<file path="config.mk">
export PLATFORM = sky130hd
export DESIGN_NAME = uart_tx_serializer
export DESIGN_NICKNAME = d
export VERILOG_FILES = /design/src/rtl/uart_tx_serializer.sv
export SDC_FILE = /design/constraint.sdc
export NUM_CORES = 1
export LEC_CHECK = 0
export ABC_AREA = 1
export CAP_MARGIN = 20
export CORE_MARGIN = 2
export CORE_UTILIZATION = 54
export CTS_CLUSTER_DIAMETER = 150
export DETAILED_ROUTE_END_ITERATION = 10
export PLACE_DENSITY = 0.84
export SLEW_MARGIN = 20
export SYNTH_ARGS = -nofsm -noshare
export SYNTH_HDL_FRONTEND = slang
export SYNTH_SLANG_ARGS = --single-unit
</file>
<file path="constraint.sdc">
create_clock -name clk -period 1.7 [get_ports clk]
set_input_delay 0.34 -clock clk [delete_from_list [all_inputs] [get_ports clk]]
set_output_delay 0.34 -clock clk [all_outputs]
set_load 0.02 [all_outputs]
</file>
<file path="src/rtl/uart_tx_serializer.sv">
// uart_tx_serializer
// ------------------
// Frame serializer for an asynchronous serial transmitter. A payload offered
// with valid while ready is high is latched together with its parity mode and
// stop-bit selection, then shifted out on tx as
//   start(0), DATA_W data bits LSB first, optional parity, one or two stop(1)
// with every bit lasting one period of the external baud enable 'tick'.
//
// Parameters
//   DATA_W      data bits per frame (5..9)
//   STOP2_EN    1 allows the two-stop-bit mode, 0 forces a single stop bit
//
// Ports
//   clk          in   clock, rising edge
//   rst          in   asynchronous, active-high reset
//   tick         in   one-clk baud enable pulse per bit period
//   data_in      in   frame payload
//   valid        in   payload and configuration offered
//   parity_type  in   00 none, 01 odd, 10 even, 11 none
//   stop2        in   request two stop bits
//   ready        out  block can accept a frame (IDLE only)
//   tx           out  serial line, idle high
//   parity_bit   out  parity of the frame in flight, 0 when idle or no parity
//   busy         out  frame in progress
//   done         out  one-clk pulse on the edge that ends the last stop bit
//
// All outputs come straight from flops; the next-state logic computes the
// value each output should take after the coming edge.

module uart_tx_serializer #(
  parameter int DATA_W   = 8,
  parameter int STOP2_EN = 1
) (
  input  logic              clk,
  input  logic              rst,
  input  logic              tick,
  input  logic [DATA_W-1:0] data_in,
  input  logic              valid,
  input  logic [1:0]        parity_type,
  input  logic              stop2,
  output logic              ready,
  output logic              tx,
  output logic              parity_bit,
  output logic              busy,
  output logic              done
);

  localparam int                CNT_W    = $clog2(DATA_W + 1);
  localparam logic [CNT_W-1:0]  CNT_LAST = CNT_W'(DATA_W);
  localparam bit                STOP2_OK = (STOP2_EN != 0);

  typedef enum logic [2:0] {
    IDLE,
    LOAD,
    START,
    DATA,
    PARITY,
    STOP
  } state_t;

  state_t            state_q, state_d;
  logic [DATA_W-1:0] shift_q, shift_d;
  logic [CNT_W-1:0]  cnt_q, cnt_d;
  logic              parEn_q, parEn_d;
  logic              stop2_q, stop2_d;
  logic              tx_q, tx_d;
  logic              ready_q, ready_d;
  logic              par_q, par_d;
  logic              busy_q, busy_d;
  logic              done_q, done_d;

  logic              accept;
  logic              parReq;
  logic              parCalc;

  // A transfer happens only while the registered ready is high, so a valid
  // seen mid-frame is simply dropped rather than queued.
  assign accept = valid && ready_q;

  // Parity is resolved from the raw inputs at the accepting edge; after that
  // the frame depends only on latched state.
  assign parReq  = (parity_type == 2'b01) || (parity_type == 2'b10);
  assign parCalc = (parity_type == 2'b01) ? ~(^data_in) : (^data_in);

  // Next-state and next-output logic. The bit counter holds the number of
  // data bits already placed on the line; in STOP it marks whether the first
  // of two stop bits has elapsed.
  always_comb begin
    state_d = state_q;
    shift_d = shift_q;
    cnt_d   = cnt_q;
    parEn_d = parEn_q;
    stop2_d = stop2_q;
    tx_d    = tx_q;
    ready_d = ready_q;
    par_d   = par_q;
    busy_d  = busy_q;
    done_d  = 1'b0;

    case (state_q)
      IDLE: begin
        if (accept) begin
          state_d = LOAD;
          shift_d = data_in;
          cnt_d   = '0;
          parEn_d = parReq;
          stop2_d = stop2 && STOP2_OK;
          par_d   = parReq ? parCalc : 1'b0;
          tx_d    = 1'b1;
          ready_d = 1'b0;
          busy_d  = 1'b1;
        end
      end

      // Waiting here for the first tick keeps the start bit a full period
      // long regardless of where acceptance fell within the baud period.
      LOAD: begin
        if (tick) begin
          state_d = START;
          tx_d    = 1'b0;
        end
      end

      START: begin
        if (tick) begin
          state_d = DATA;
          tx_d    = shift_q[0];
          shift_d = shift_q >> 1;
          cnt_d   = CNT_W'(1);
        end
      end

      DATA: begin
        if (tick) begin
          if (cnt_q == CNT_LAST) begin
            cnt_d = '0;
            if (parEn_q) begin
              state_d = PARITY;
              tx_d    = par_q;
            end else begin
              state_d = STOP;
              tx_d    = 1'b1;
            end
          end else begin
            tx_d    = shift_q[0];
            shift_d = shift_q >> 1;
            cnt_d   = cnt_q + 1'b1;
          end
        end
      end

      PARITY: begin
        if (tick) begin
          state_d = STOP;
          tx_d    = 1'b1;
          cnt_d   = '0;
        end
      end

      STOP: begin
        if (tick) begin
          if (stop2_q && (cnt_q == '0)) begin
            cnt_d = CNT_W'(1);
          end else begin
            state_d = IDLE;
            cnt_d   = '0;
            tx_d    = 1'b1;
            ready_d = 1'b1;
            busy_d  = 1'b0;
            par_d   = 1'b0;
            done_d  = 1'b1;
          end
        end
      end

      default: begin
        state_d = IDLE;
        cnt_d   = '0;
        tx_d    = 1'b1;
        ready_d = 1'b1;
        busy_d  = 1'b0;
        par_d   = 1'b0;
      end
    endcase
  end

  // State and output registers; reset drops the line high and aborts any
  // frame without a done pulse.
  always_ff @(posedge clk or posedge rst) begin
    if (rst) begin
      state_q <= IDLE;
      shift_q <= '0;
      cnt_q   <= '0;
      parEn_q <= 1'b0;
      stop2_q <= 1'b0;
      tx_q    <= 1'b1;
      ready_q <= 1'b1;
      par_q   <= 1'b0;
      busy_q  <= 1'b0;
      done_q  <= 1'b0;
    end else begin
      state_q <= state_d;
      shift_q <= shift_d;
      cnt_q   <= cnt_d;
      parEn_q <= parEn_d;
      stop2_q <= stop2_d;
      tx_q    <= tx_d;
      ready_q <= ready_d;
      par_q   <= par_d;
      busy_q  <= busy_d;
      done_q  <= done_d;
    end
  end

  assign ready      = ready_q;
  assign tx         = tx_q;
  assign parity_bit = par_q;
  assign busy       = busy_q;
  assign done       = done_q;

endmodule
</file>
# Word-level counts from Yosys, hierarchy flattened
# Cells that the tools add are included.
# W data, S select, Z words.
dict set report classes {
  n_mux 45
  n_shift 0
  div_mod_pow 0
  bitwise 3
  multipliers 0
  reduce_logical 14
  n_eq_ne 17
  order_cmp 0
  add_sub_neg 1
}
# op count
set ops {}
lappend ops {{$mux W8} 4}
lappend ops {{$mux W3} 8}
lappend ops {{$mux W4} 6}
lappend ops {{$pmux W4 S6} 1}
lappend ops {{$pmux W8 S3} 1}
lappend ops {{$mux W1} 20}
lappend ops {{$ne A2 B2 Y1 const B} 9}
lappend ops {{$pmux W3 S6} 1}
lappend ops {{$pmux W1 S3} 3}
lappend ops {{$reduce_and A8 Y1} 1}
lappend ops {{$reduce_xor A8 Y1} 1}
lappend ops {{$reduce_and A7 Y1} 1}
lappend ops {{$eq A3 B2 Y1 const B} 2}
lappend ops {{$eq A3 B3 Y1 const B} 2}
lappend ops {{$pmux W1 S6} 1}
lappend ops {{$reduce_and A6 Y1} 1}
lappend ops {{$reduce_and A5 Y1} 1}
lappend ops {{$add A4 B1 Y4 const B} 1}
lappend ops {{$eq A4 B4 Y1 const B} 1}
lappend ops {{$logic_not A4 Y1} 1}
lappend ops {{$reduce_and A4 Y1} 1}
lappend ops {{$reduce_or A4 Y1} 1}
lappend ops {{$eq A3 B1 Y1 const B} 1}
lappend ops {{$logic_not A3 Y1} 1}
lappend ops {{7 further kinds} 10}
dict set report word_totals {
  regBits 22
  mem_count 0
  input_bits 15
  romBits 0
  latch_bits 0
  ram_bits 0
}

# Depth between registers and ports, before layout
# Gate-level depths: netlist of run 1.
dict set report logic_depth {
  ltp_word 6
  mapped_depth 10
}

# Least setup slack after synthesis of run 1
# No wires, ideal clock.
dict set report synth_timing {
  path_kind {reg2reg}
  startpoint {register cnt_q[0]}
  endpoint {register shift_q[6]}
  path_buffers 1
  arrival_time_ps 1347
  t_required_ps 1626
  path_stages_with_launch 11
  setup_slack_ps 279
  path_cell_list {dfrtp_1 inv_1 ha_1 nand3_1 nor2_2 nor2_1 nand2_2 nor2_4 buf_6 nand2_2 o21ai_2}
}
dict set report synth_via {
  elab_chain_len 3
}
# item line_no
set synth_rtl {}
lappend synth_rtl {{start: declaration} 63} ;# logic [CNT_W-1:0] cnt_q, cnt_d;
lappend synth_rtl {{start signal: assignment} 204} ;# cnt_q <= cnt_d;
lappend synth_rtl {{$eq A4 B4 Y1} 135} ;# if (cnt_q == CNT_LAST) begin
lappend synth_rtl {{$ne A2 B2 Y1 (no source line)} --}
lappend synth_rtl {{$reduce_and A5 Y1 (no source line)} --}
lappend synth_rtl {{end signal: assignment} 203} ;# shift_q <= shift_d;
lappend synth_rtl {{end: declaration} 62} ;# logic [DATA_W-1:0] shift_q, shift_d;
# No other way between the ends.
# A chain may end at the register's enable or synchronous reset.

# Worst setup path after layout of run 1
dict set report layout_timing {
  startpoint {register busy_q, in the netlist busy}
  endpoint {output busy}
}
# item line_no
set layout_lines {}
lappend layout_lines {{start: declaration} 69} ;# logic busy_q, busy_d;
lappend layout_lines {{start signal: assignment} 210} ;# busy_q <= busy_d;
lappend layout_lines {{end: declaration} 44} ;# output logic busy,
# No word-level cell between the ends.

==> metrics list, run 1 <==
- Worst slew pin tran: 283 ps
- Setup violations remaining at the end of the flow were counted as 0.
- Max-cap violations in this run came to 0.
* Fmax: a little over 600 MHz
- Count of final max-slew check failures: 0
* Classification of the worst-slack hold path: primary input to asynchronous set/reset pin
- Overflow left after global routing: 0
- Worst reg2reg path depth: 10
- The worst setup path is captured at a primary output.
* Time the final worst path needs with I/O delays and setup: between 1500 and 2000 ps
- Together, buffers and inverters on the worst path number 1.
- Once the clock tree was built, the resizer swapped 2 gates to a different size.
* Net count of the finished layout: 248
- Synthesis handed over a netlist of 205 instances.
- Grouping stages by cell kind, the critical path spends the most delay in buffers and inverters.
* First-pass GRT wire length: 5.11 mm
* Cts bufs inserted: 3
- Fraction of final layout cells with drive strength greater than 1: 0.166
- Detailed placement ended at an HPWL of 2.19 mm.
- The multi-input combinational cells in the finished layout cover a total of 773 µm².
- The cell area that synthesis handed to floorplanning was 0.00145 mm².
- Slowest stage cell, crit path: sky130_fd_sc_hd__clkdlybuf4s50_1
- Summing all flip-flop and latch instances after layout gives around 550 µm².
* Maximum resistive drop on vdd: between 0.3 and 0.4 mV
* Cell area power density: 542 mW/mm²
* Number of warnings printed during yosys synthesis: 0
- Setup repair after global routing left no endpoint under its margin.
- Total vias in the final route: 1295
- Count of endpoints failing hold in the final timing report: 0
* Number of DRC violations after detailed routing: 0
- Fill cell total of the finished layout: 220
- The flow ran to the end, and the final reports show no timing, DRC or antenna violations.
- Synthesis inferred 22 register bits.
- Depth of the CTS H-tree: 1
- GRT Resource Usage Total: 0.206
- Port Buffer Count: 19
- Of the synthesized area, sequential elements account for 0.382.
* LEAKAGE: 0.000950 µW
* Total I/O pin count: 20
- Pin count of the biggest net entering global routing: 23
- The floorplan step set the die height to 55.8 µm.
- Endpoint arrival time on the critical path: 1270 ps
- Clock input transition at the sequential cells of the worst setup and hold paths: 120 ps
- The initial utilization of the core area, before any placement, comes to 0.580.
* Cell count after placement: 255
- In this run the number of cells on the critical path is 1.
* Count of TritonRoute iterations in the first routing pass: 4
- The congestion estimate from routability-driven global placement came to 0.874.
- Crit path cell chain: clkdlybuf4s50_1
- Hold_buf cts: 0
* Biggest fanout along the worst timing path: 2
- After detailed routing, the average wire length per cell comes to 10.7 µm.
* Critical path data required time: approximately 1400 ps
- After detailed routing, the total wire length is 2.77 mm.
- The via count of the first global-routing pass was approximately 1200.
- In this run the mean area of a mapped cell was 7.07 µm².
* Buffers from clock root to sink, at most: 2
* Largest stage delay, worst path: 600 ps
- The count of nets left with antenna violations once routing finished came out at 0.
- Measured against its own limit, the worst slew margin works out to 0.812.
- STA classifies the critical path startpoint as a register.
* TritonCTS clock tree: done
- Vias per cell: 5.00
- Adding up every negative setup slack in the final design gives 0 ps.
* Critical setup path kind: register to primary output
* Syn nets: 223
* Area added between synthesis and finish: 20.3%
- The number of antenna violations at the first check in global routing is 0.
- Between clock sinks in the finished design, the worst skew comes to roughly 6.1 ps.
* Std cell rows: 18
- Die width: 55.8 µm
- Clock Root Buffer: sky130_fd_sc_hd__clkbuf_4
- Detailed Route Iter0 Violations: 37
* Number of clock sinks seen by CTS: 22
- Core Area: approximately 0.0025 mm²
- Of the available clock period, the critical path in the final layout requires 0.949.
- Cell variety after synth: 26
- The count of cells in the finished layout, fillers not included, comes to 259.
* Antenna diodes: 0
- Setup Buffers After CTS: 0
- Clock insertion delay at the later pin of the skew report: 320 ps
- Die area: 0.00311 mm²
-- through the flow --
step / worst slack [ps] / power [µW] / util / cell area [µm²] / hold slack, ps
after floorplan: 279 / 604 / - / 1450 / 328
after global placement: 50.5 / 656 / 0.678 / 1700 / 461
after detailed placement: 6.22 / 659 / 0.678 / 1700 / 463
after CTS: 24.2 / 959 / 0.692 / 1730 / 341
after global routing: 12.2 / 988 / 0.697 / 1740 / 375
final: 86.9 / 944 / 0.697 / 1740 / 333
-- per-layer routing --
| metal | routed length, µm | GRT usage | vias up |
|---|---|---|---|
| met4 | 78 | 0.105 | 0 |
| met5 | 0 | 0 | - |
| met3 | 108 | 0.0186 | 7 |
| met1 | 1330 | 0.272 | 569 |
| li1 | - | - | 686 |
| met2 | 1250 | 0.335 | 33 |
-- final cells by class --
type                       count  area share
sequential                    22       0.318
tap                           30      0.0215
timing repair buffer          23       0.134
multi-input combinational    151       0.444
clock buffer                   4      0.0208
inverter                      29      0.0625
-- layout by cell type, fill, tap and decap left out --
master | netlist | routed
sky130_fd_sc_hd__a21oi_1 | 2 | 2
sky130_fd_sc_hd__buf_12 | 0 | 1
sky130_fd_sc_hd__buf_4 | 1 | 3
sky130_fd_sc_hd__clkbuf_4 | 0 | 3
sky130_fd_sc_hd__clkbuf_8 | 0 | 1
sky130_fd_sc_hd__clkdlybuf4s50_1 | 0 | 16
sky130_fd_sc_hd__dfrtp_1 | 20 | 19
sky130_fd_sc_hd__dfrtp_2 | 0 | 1
sky130_fd_sc_hd__dfstp_2 | 2 | 2
sky130_fd_sc_hd__dlygate4sd2_1 | 0 | 2
sky130_fd_sc_hd__dlymetal6s2s_1 | 0 | 1
sky130_fd_sc_hd__ha_1 | 3 | 3
sky130_fd_sc_hd__inv_1 | 26 | 26
sky130_fd_sc_hd__inv_2 | 3 | 3
sky130_fd_sc_hd__nand2_1 | 72 | 72
sky130_fd_sc_hd__nand2_2 | 6 | 6
sky130_fd_sc_hd__nand2_4 | 1 | 1
sky130_fd_sc_hd__nand3_1 | 12 | 11
sky130_fd_sc_hd__nand3_2 | 1 | 2
sky130_fd_sc_hd__nor2_1 | 16 | 16
sky130_fd_sc_hd__nor2_2 | 4 | 4
sky130_fd_sc_hd__nor2_4 | 2 | 2
sky130_fd_sc_hd__nor3_1 | 3 | 2
sky130_fd_sc_hd__nor3_2 | 0 | 1
sky130_fd_sc_hd__o211ai_1 | 1 | 1
sky130_fd_sc_hd__o21ai_0 | 14 | 14
sky130_fd_sc_hd__o21ai_2 | 6 | 6
sky130_fd_sc_hd__o21ai_4 | 1 | 1
sky130_fd_sc_hd__o21bai_1 | 1 | 1
sky130_fd_sc_hd__or2_2 | 1 | 1
sky130_fd_sc_hd__xnor2_1 | 2 | 2
sky130_fd_sc_hd__xor2_1 | 3 | 3
-- registers in the layout, indices dropped and copies added (netlist names) --
name,flops
busy,1
cnt_q,4
done,1
parEn_q,1
parity_bit,1
ready,1
shift_q,8
state_q,3
stop2_q,1
tx,1
-- tightest hold or removal path, cell delays in order --
cell,delay [ps]
sky130_fd_sc_hd__clkdlybuf4s50_1,390
sky130_fd_sc_hd__inv_1,50
sky130_fd_sc_hd__buf_4,270
-- logic make-up after synthesis --
| logic type | count (synthesis) | synth area share |
|---|---|---|
| AOI/OAI and AO/OA | 25 | 0.113 |
| xor gates and xnor gates | 5 | 0.0302 |
| buffers and inverters | 32 | 0.0915 |
| and+or+nand+nor | 118 | 0.358 |
| DFF | 22 | 0.382 |
| adders and majority gates | 3 | 0.0259 |
-- report_power, final --
part,leakage (µW),switching (µW),internal (µW),total (µW)
Sequential,0.000253,2.12,532,534
Combinational,0.000676,57.9,57.0,115
Clock,0.0000210,165,131,296
Total,0.000950,225,720,944
-- path summary, 6_finish.rpt --
path / slack [ps] / start / to
setup / recovery: 90 / busy / busy
hold / removal: 330 / rst / shift_q[4]
setup reg to reg: 200 / cnt_q[1] / shift_q[3]
hold reg to reg: 480 / tx / tx
max in group asynchronous: 1080 / rst / tx
min in group clk: 480 / tx / tx
-- cells in the mapped netlist --
| cell type | n | area (µm²) |
|---|---|---|
| sky130_fd_sc_hd__a21oi_1 | 2 | 10.0 |
| sky130_fd_sc_hd__nand2_2 | 6 | 37.5 |
| sky130_fd_sc_hd__o21ai_4 | 1 | 16.3 |
| sky130_fd_sc_hd__o21ai_2 | 6 | 52.6 |
| sky130_fd_sc_hd__nand2_1 | 72 | 270 |
| sky130_fd_sc_hd__buf_6 | 1 | 11.3 |
| sky130_fd_sc_hd__buf_4 | 1 | 7.51 |
| sky130_fd_sc_hd__nor2_4 | 2 | 22.5 |
| sky130_fd_sc_hd__inv_1 | 26 | 97.6 |
| sky130_fd_sc_hd__nand3_1 | 12 | 60.1 |
| sky130_fd_sc_hd__o21ai_0 | 14 | 70.1 |
| sky130_fd_sc_hd__inv_2 | 3 | 11.3 |
| sky130_fd_sc_hd__nor2_2 | 4 | 25.0 |
| sky130_fd_sc_hd__ha_1 | 3 | 37.5 |
| sky130_fd_sc_hd__dfrtp_1 | 20 | 500 |
| sky130_fd_sc_hd__buf_2 | 1 | 5.00 |
| sky130_fd_sc_hd__nand2_4 | 1 | 11.3 |
| sky130_fd_sc_hd__nor2_1 | 16 | 60.1 |
| sky130_fd_sc_hd__dfstp_2 | 2 | 52.6 |
| sky130_fd_sc_hd__o211ai_1 | 1 | 7.51 |
| sky130_fd_sc_hd__or2_2 | 1 | 6.26 |
| sky130_fd_sc_hd__xor2_1 | 3 | 26.3 |
| sky130_fd_sc_hd__o21bai_1 | 1 | 7.51 |
| sky130_fd_sc_hd__xnor2_1 | 2 | 17.5 |
| sky130_fd_sc_hd__nor3_1 | 3 | 15.0 |
| sky130_fd_sc_hd__nand3_2 | 1 | 10.0 |
Note: power is estimated with default switching activity, not from simulation.
==> run 2, diff against run 1 <==
Settings changed: CAP_MARGIN 20 to not set.
==> results of run 2 <==
Same layout as run 1: the final DEF is identical, and so are final timing and power.
